<file path="config.mk">
export PLATFORM = sky130hd
export DESIGN_NAME = pipelined_adder
export DESIGN_NICKNAME = d
export VERILOG_FILES = /design/src/rtl/pipelined_adder.sv
export SDC_FILE = /design/constraint.sdc
export NUM_CORES = 2
export LEC_CHECK = 0
export BUFFER_PORTS_ARGS = -buffer_cell sky130_fd_sc_hd__buf_2
export CORE_MARGIN = 2
export CORE_UTILIZATION = 30
export DETAILED_ROUTE_END_ITERATION = 16
export PLACE_DENSITY_LB_ADDON = 0.05
export RECOVER_POWER = 100
export SYNTH_ARGS = -nofsm -noshare
export SYNTH_HDL_FRONTEND = slang
export SYNTH_SLANG_ARGS = --single-unit
export TNS_END_PERCENT = 30
</file>
<file path="constraint.sdc">
create_clock -name clk -period 26.2 [get_ports clk]
set_input_delay 1.31 -clock clk [delete_from_list [all_inputs] [get_ports clk]]
set_output_delay 1.31 -clock clk [all_outputs]
set_load 0.02 [all_outputs]
</file>
<file path="src/rtl/pipelined_adder.sv">
`default_nettype none
// ============================================================================
// Module  : pipelined_adder
// Purpose : carry-segmented pipelined adder/subtractor, one SEG-bit segment per
//           stage. Define ADDER_OVF_FLAG_EN to add the signed-overflow flag ovf.
// Rev     : 1.0  initial release
// ============================================================================
module pipelined_adder #(
  parameter int WIDTH = 81,
  parameter int SEG   = 16
) (
  input  logic             clk,
  input  logic             rst,
  input  logic             ce,
  input  logic             in_valid,
  input  logic [WIDTH-1:0] a,
  input  logic [WIDTH-1:0] b,
  input  logic             sub,
  output logic             out_valid,
  output logic [WIDTH:0]   sum
`ifdef ADDER_OVF_FLAG_EN
  ,
  output logic             ovf
`endif
);

  localparam int NSEG = (WIDTH + SEG - 1) / SEG;
  // Operands are zero-padded to whole segments; the carry out of the MSB then
  // lands in bit WIDTH of the padded result whenever padding exists.
  localparam int PW   = NSEG * SEG;

  logic [PW-1:0] a_q [0:NSEG];
  logic [PW-1:0] b_q [0:NSEG-1];
  logic          c_q [0:NSEG];
  logic [NSEG:0] v_q;

  logic [PW-1:0] a_d [1:NSEG];
  logic          c_d [1:NSEG];
  logic [SEG:0]  seg_sum;
  logic [WIDTH-1:0] b_eff;
  logic          cout;

  assign b_eff = sub ? ~b : b;

  // Stage k overwrites segment k-1 of the running a vector with its sum bits.
  always_comb begin
    seg_sum = '0;
    for (int k = 1; k <= NSEG; k++) begin
      a_d[k]  = a_q[k-1];
      seg_sum = {1'b0, a_q[k-1][(k-1)*SEG +: SEG]}
              + {1'b0, b_q[k-1][(k-1)*SEG +: SEG]}
              + (SEG+1)'(c_q[k-1]);
      a_d[k][(k-1)*SEG +: SEG] = seg_sum[SEG-1:0];
      c_d[k]  = seg_sum[SEG];
    end
  end

  always_ff @(posedge clk or posedge rst) begin
    if (rst) begin
      for (int k = 0; k <= NSEG; k++) begin
        a_q[k] <= '0;
        c_q[k] <= 1'b0;
      end
      for (int k = 0; k < NSEG; k++) begin
        b_q[k] <= '0;
      end
      v_q <= '0;
    end else if (ce) begin
      a_q[0] <= PW'(a);
      b_q[0] <= PW'(b_eff);
      c_q[0] <= sub;
      v_q    <= {v_q[NSEG-1:0], in_valid};
      for (int k = 1; k <= NSEG; k++) begin
        a_q[k] <= a_d[k];
        c_q[k] <= c_d[k];
      end
      for (int k = 1; k < NSEG; k++) begin
        b_q[k] <= b_q[k-1];
      end
    end
  end

`ifdef ADDER_OVF_FLAG_EN
  logic cout_d;
`endif

  generate
    if (PW > WIDTH) begin : g_pad
      assign cout = a_q[NSEG][WIDTH];
`ifdef ADDER_OVF_FLAG_EN
      assign cout_d = a_d[NSEG][WIDTH];
`endif
    end else begin : g_nopad
      assign cout = c_q[NSEG];
`ifdef ADDER_OVF_FLAG_EN
      assign cout_d = c_d[NSEG];
`endif
    end
  endgenerate

  assign sum       = {cout, a_q[NSEG][WIDTH-1:0]};
  assign out_valid = v_q[NSEG];

`ifdef ADDER_OVF_FLAG_EN
  logic ovf_q;

  // Carry into the MSB is recovered as a ^ b ^ sum at that bit.
  always_ff @(posedge clk or posedge rst) begin
    if (rst) begin
      ovf_q <= 1'b0;
    end else if (ce) begin
      ovf_q <= a_q[NSEG-1][WIDTH-1] ^ b_q[NSEG-1][WIDTH-1]
             ^ a_d[NSEG][WIDTH-1] ^ cout_d;
    end
  end

  assign ovf = ovf_q;
`endif

endmodule
`default_nettype wire
</file>
==> impl_results.md <==
* Number of global-route vias before repair at 20900
* Clock skew at 0.0201 ns
* H-tree lvl count at 3
* Grt ovf at 0
* Setup slack, reg-to-reg at 22.84 ns
* VDD IR-drop max at 0.0495 mV
* Count of different cell masters after synthesis at 70
* Worst hold path class: reg -> reg
* Die H at 347 um
* GRT Resource Usage Total at 0.123
* Routed vias/inst at 4.59
* Critical path origin: ce
* Via count at 19700
* EDFF count, synth at 0
* Top-count cell post-synth: dfrtp_1
* Commonest cells in the netlist: 827 x dfrtp_1, 710 x mux2_2, 141 x a21oi_1
* CP endpoint: a_d[59]
* Most frequent CP cell: clkbuf_1
* Total Neg Setup Slack at 0 ns
* Crit path launch type: primary input
* Async set-reset flop share out of synthesis at 1.00
* Reg-to-Reg End: c_q[5]
* Leakage power at 17.0 nW
* Gate count after technology mapping at 2530
* Worst Path Required at 26.73 ns
* Post-synth top area cell: dfrtp_1
* Final Hold Fails at 0
* CTS tree: yes
* Max cap viols at 18
* Critical path capture point type: flop
* Type of the worst setup path: in -> reg
* Post-CTS Setup Bufs at 0
* First-pass GRT wire length at 120000 um
* IO Count at 250
* Post-Syn Area at 35200 sq um
* Clk root buf: clkbuf_16
* Worst slew margin at -4.31
* Die ar. at 120000 sq um
* Antenna-violating nets left at 0
* CTS sink count at 827
* Crit Path Max Fanout at 124
* Slew @ Worst Pin at 7.97 ns
* Slowest cell on crit path: clkbuf_1
* Register-to-Register Path Depth at 8
* Clk_lat worst skew at 0.66 ns
* RD Place Congestion at 0.762
* RSZ-0062 raised after global routing: no
* Synth Area per Inst at 13.9 sq um
* Final net count at 2952
* Post-CTS sizing at 0
* Drt total wl at 72900 um
* CP peak stage delay at 4.29 ns
* Cts-stage hold buffer count at 0
* ANT cells at 0
* Final core utilization at 0.350
* Finished Cell Area at 40700 sq um
* Mapped Nets at 2783
* Register bit total from synthesis at 827
* Largest net degree at the start of global routing at 169
* Failing checks: capacitance limit, slew limit
* Period Utilization, post-route at 0.527
* Share of the synthesized area in the top cell type at 0.587
* Synth warn at 0
* Fill cell count at 11500
* Outcome: finished with violations
* Clock transition at path regs at 0.05 ns
* Crit-path cells: clkbuf_1 > clkbuf_1 > clkbuf_1 > clkbuf_1 > mux2_2
* Period minus WS final at 13.80 ns
* Reg2reg start: a_q[576]
* DRC at 0
* Iter 0 DRT Violations at 686
* Placement Cell Area at 37500 sq um
* Register area share after synthesis at 0.587
* P&R area growth vs syn at 15.4%
* CTS max path bufs at 3
* Die W at 347 um
* Core area at 116000 sq um
* Pre-Repair DR Iteration Count at 5
* Area of the multi-input gates at 13400 sq um
* Share of cells above drive strength 1 at 0.383
* CP arrival at 14.33 ns
* Register area at 20700 sq um
* Initial antenna violation count at 5
* Initial Utilization at 0.303
* Buffers on Ports at 249
* Largest cells by area after synthesis: dfrtp_1 59%, mux2_2 23%, ha_1 2.7%
* Design Power at 4.34 mW
* TritonCTS Buffers at 99
* Pwr dens at 107 nW/um^2
* Fmax at 0.0725 GHz
* Final setup viols at 0
* FP Rows at 125
* Max-slew violations at 1397
* Synth Flop Type: dfrtp_1
* Detailed placement HPWL at 47600 um
* Wirelength per Cell at 17.0 um
metal layers:
metal | global-route usage | wire (um) | vias up
li1 | - | - | 9283
met1 | 0.170 | 34700 | 10000
met2 | 0.188 | 32600 | 291
met3 | 0.0314 | 3450 | 142
met4 | 0.0382 | 2080 | 10
met5 | 0 | 63 | -
cell usage in the layout, fill, tap and decap left out, drive strengths merged, types with 5 or more instances in the layout:
cell	netlist	final
o21a	9	9
o21bai	8	8
nor2b	5	5
nor2	129	129
ha	75	75
a211oi	18	18
o21ai	43	43
nand4	12	12
a21oi	141	141
nand2	49	49
inv	16	15
xor2	23	23
and2	6	6
clkbuf	69	244
bufinv	0	10
dfrtp	827	827
o31ai	11	11
nand3	12	12
xnor2	105	105
mux2	711	711
o211ai	8	8
a21o	21	21
o2bb2ai	5	5
buf	134	171
fa	11	11
nor3	10	10
clkinv	0	24
power breakdown:
group / internal, mW / switching [mW]
Combinational: 0.517 / 0.518
Sequential: 1.67 / 0.224
Clock: 0.872 / 0.538
Total: 3.06 / 1.28
worst max-delay path, delay by kind of cell:
family / cells / cell delay (ns)
buffers and inverters: 4 / 12.33
multiplexers: 1 / 0.51
logic make-up after synthesis:
kind of cell,synth area share
xor gates and xnor gates,0.0318
AOI/OAI and AO/OA,0.0558
DFF,0.587
and+or+nand+nor,0.0312
muxes,0.228
buffers and inverters,0.0337
adders and majority gates,0.0329
area by class of cell:
cell class / instances / area share
multi-input cells: 1484 / 0.329
clock inverters: 34 / 0.0109
repair buffers: 271 / 0.0311
clock buffers: 144 / 0.0723
flip-flops and latches: 827 / 0.509
inverters: 16 / 0.00151
well taps: 1524 / 0.0469
how the worst min path moves through the flow:
stage	from	endpoint	slack, ns	depth (start not counted)
final	a_d[388]	a_d[388]	0.49	1
after global routing	a_d[307]	a_d[307]	0.51	1
after CTS	a_d[388]	a_d[388]	0.49	1
after detailed placement	a_d[388]	a_d[388]	0.48	1
after global placement	a_d[388]	a_d[388]	0.47	1
after floorplan	a_d[316]	a_d[316]	0.45	2
sequential cells by signal, summed over array words and instances (netlist names):
signal / count
sum: 82
v_q: 7
a_q: 81
a_d: 405
b_q: 246
c_q: 6
stage by stage:
stage / hold WS [ns] / std cells / setup WS (ns)
global route: 0.510 / 4300 / 10.62
floorplan: 0.446 / 2530 / 1.66
detailed placement: 0.476 / 4122 / 20.81
finish: 0.493 / 4300 / 12.40
global placement: 0.471 / 4122 / 20.91
CTS: 0.492 / 4300 / 21.53
No activity file was read; power rests on OpenSTA's default activity.
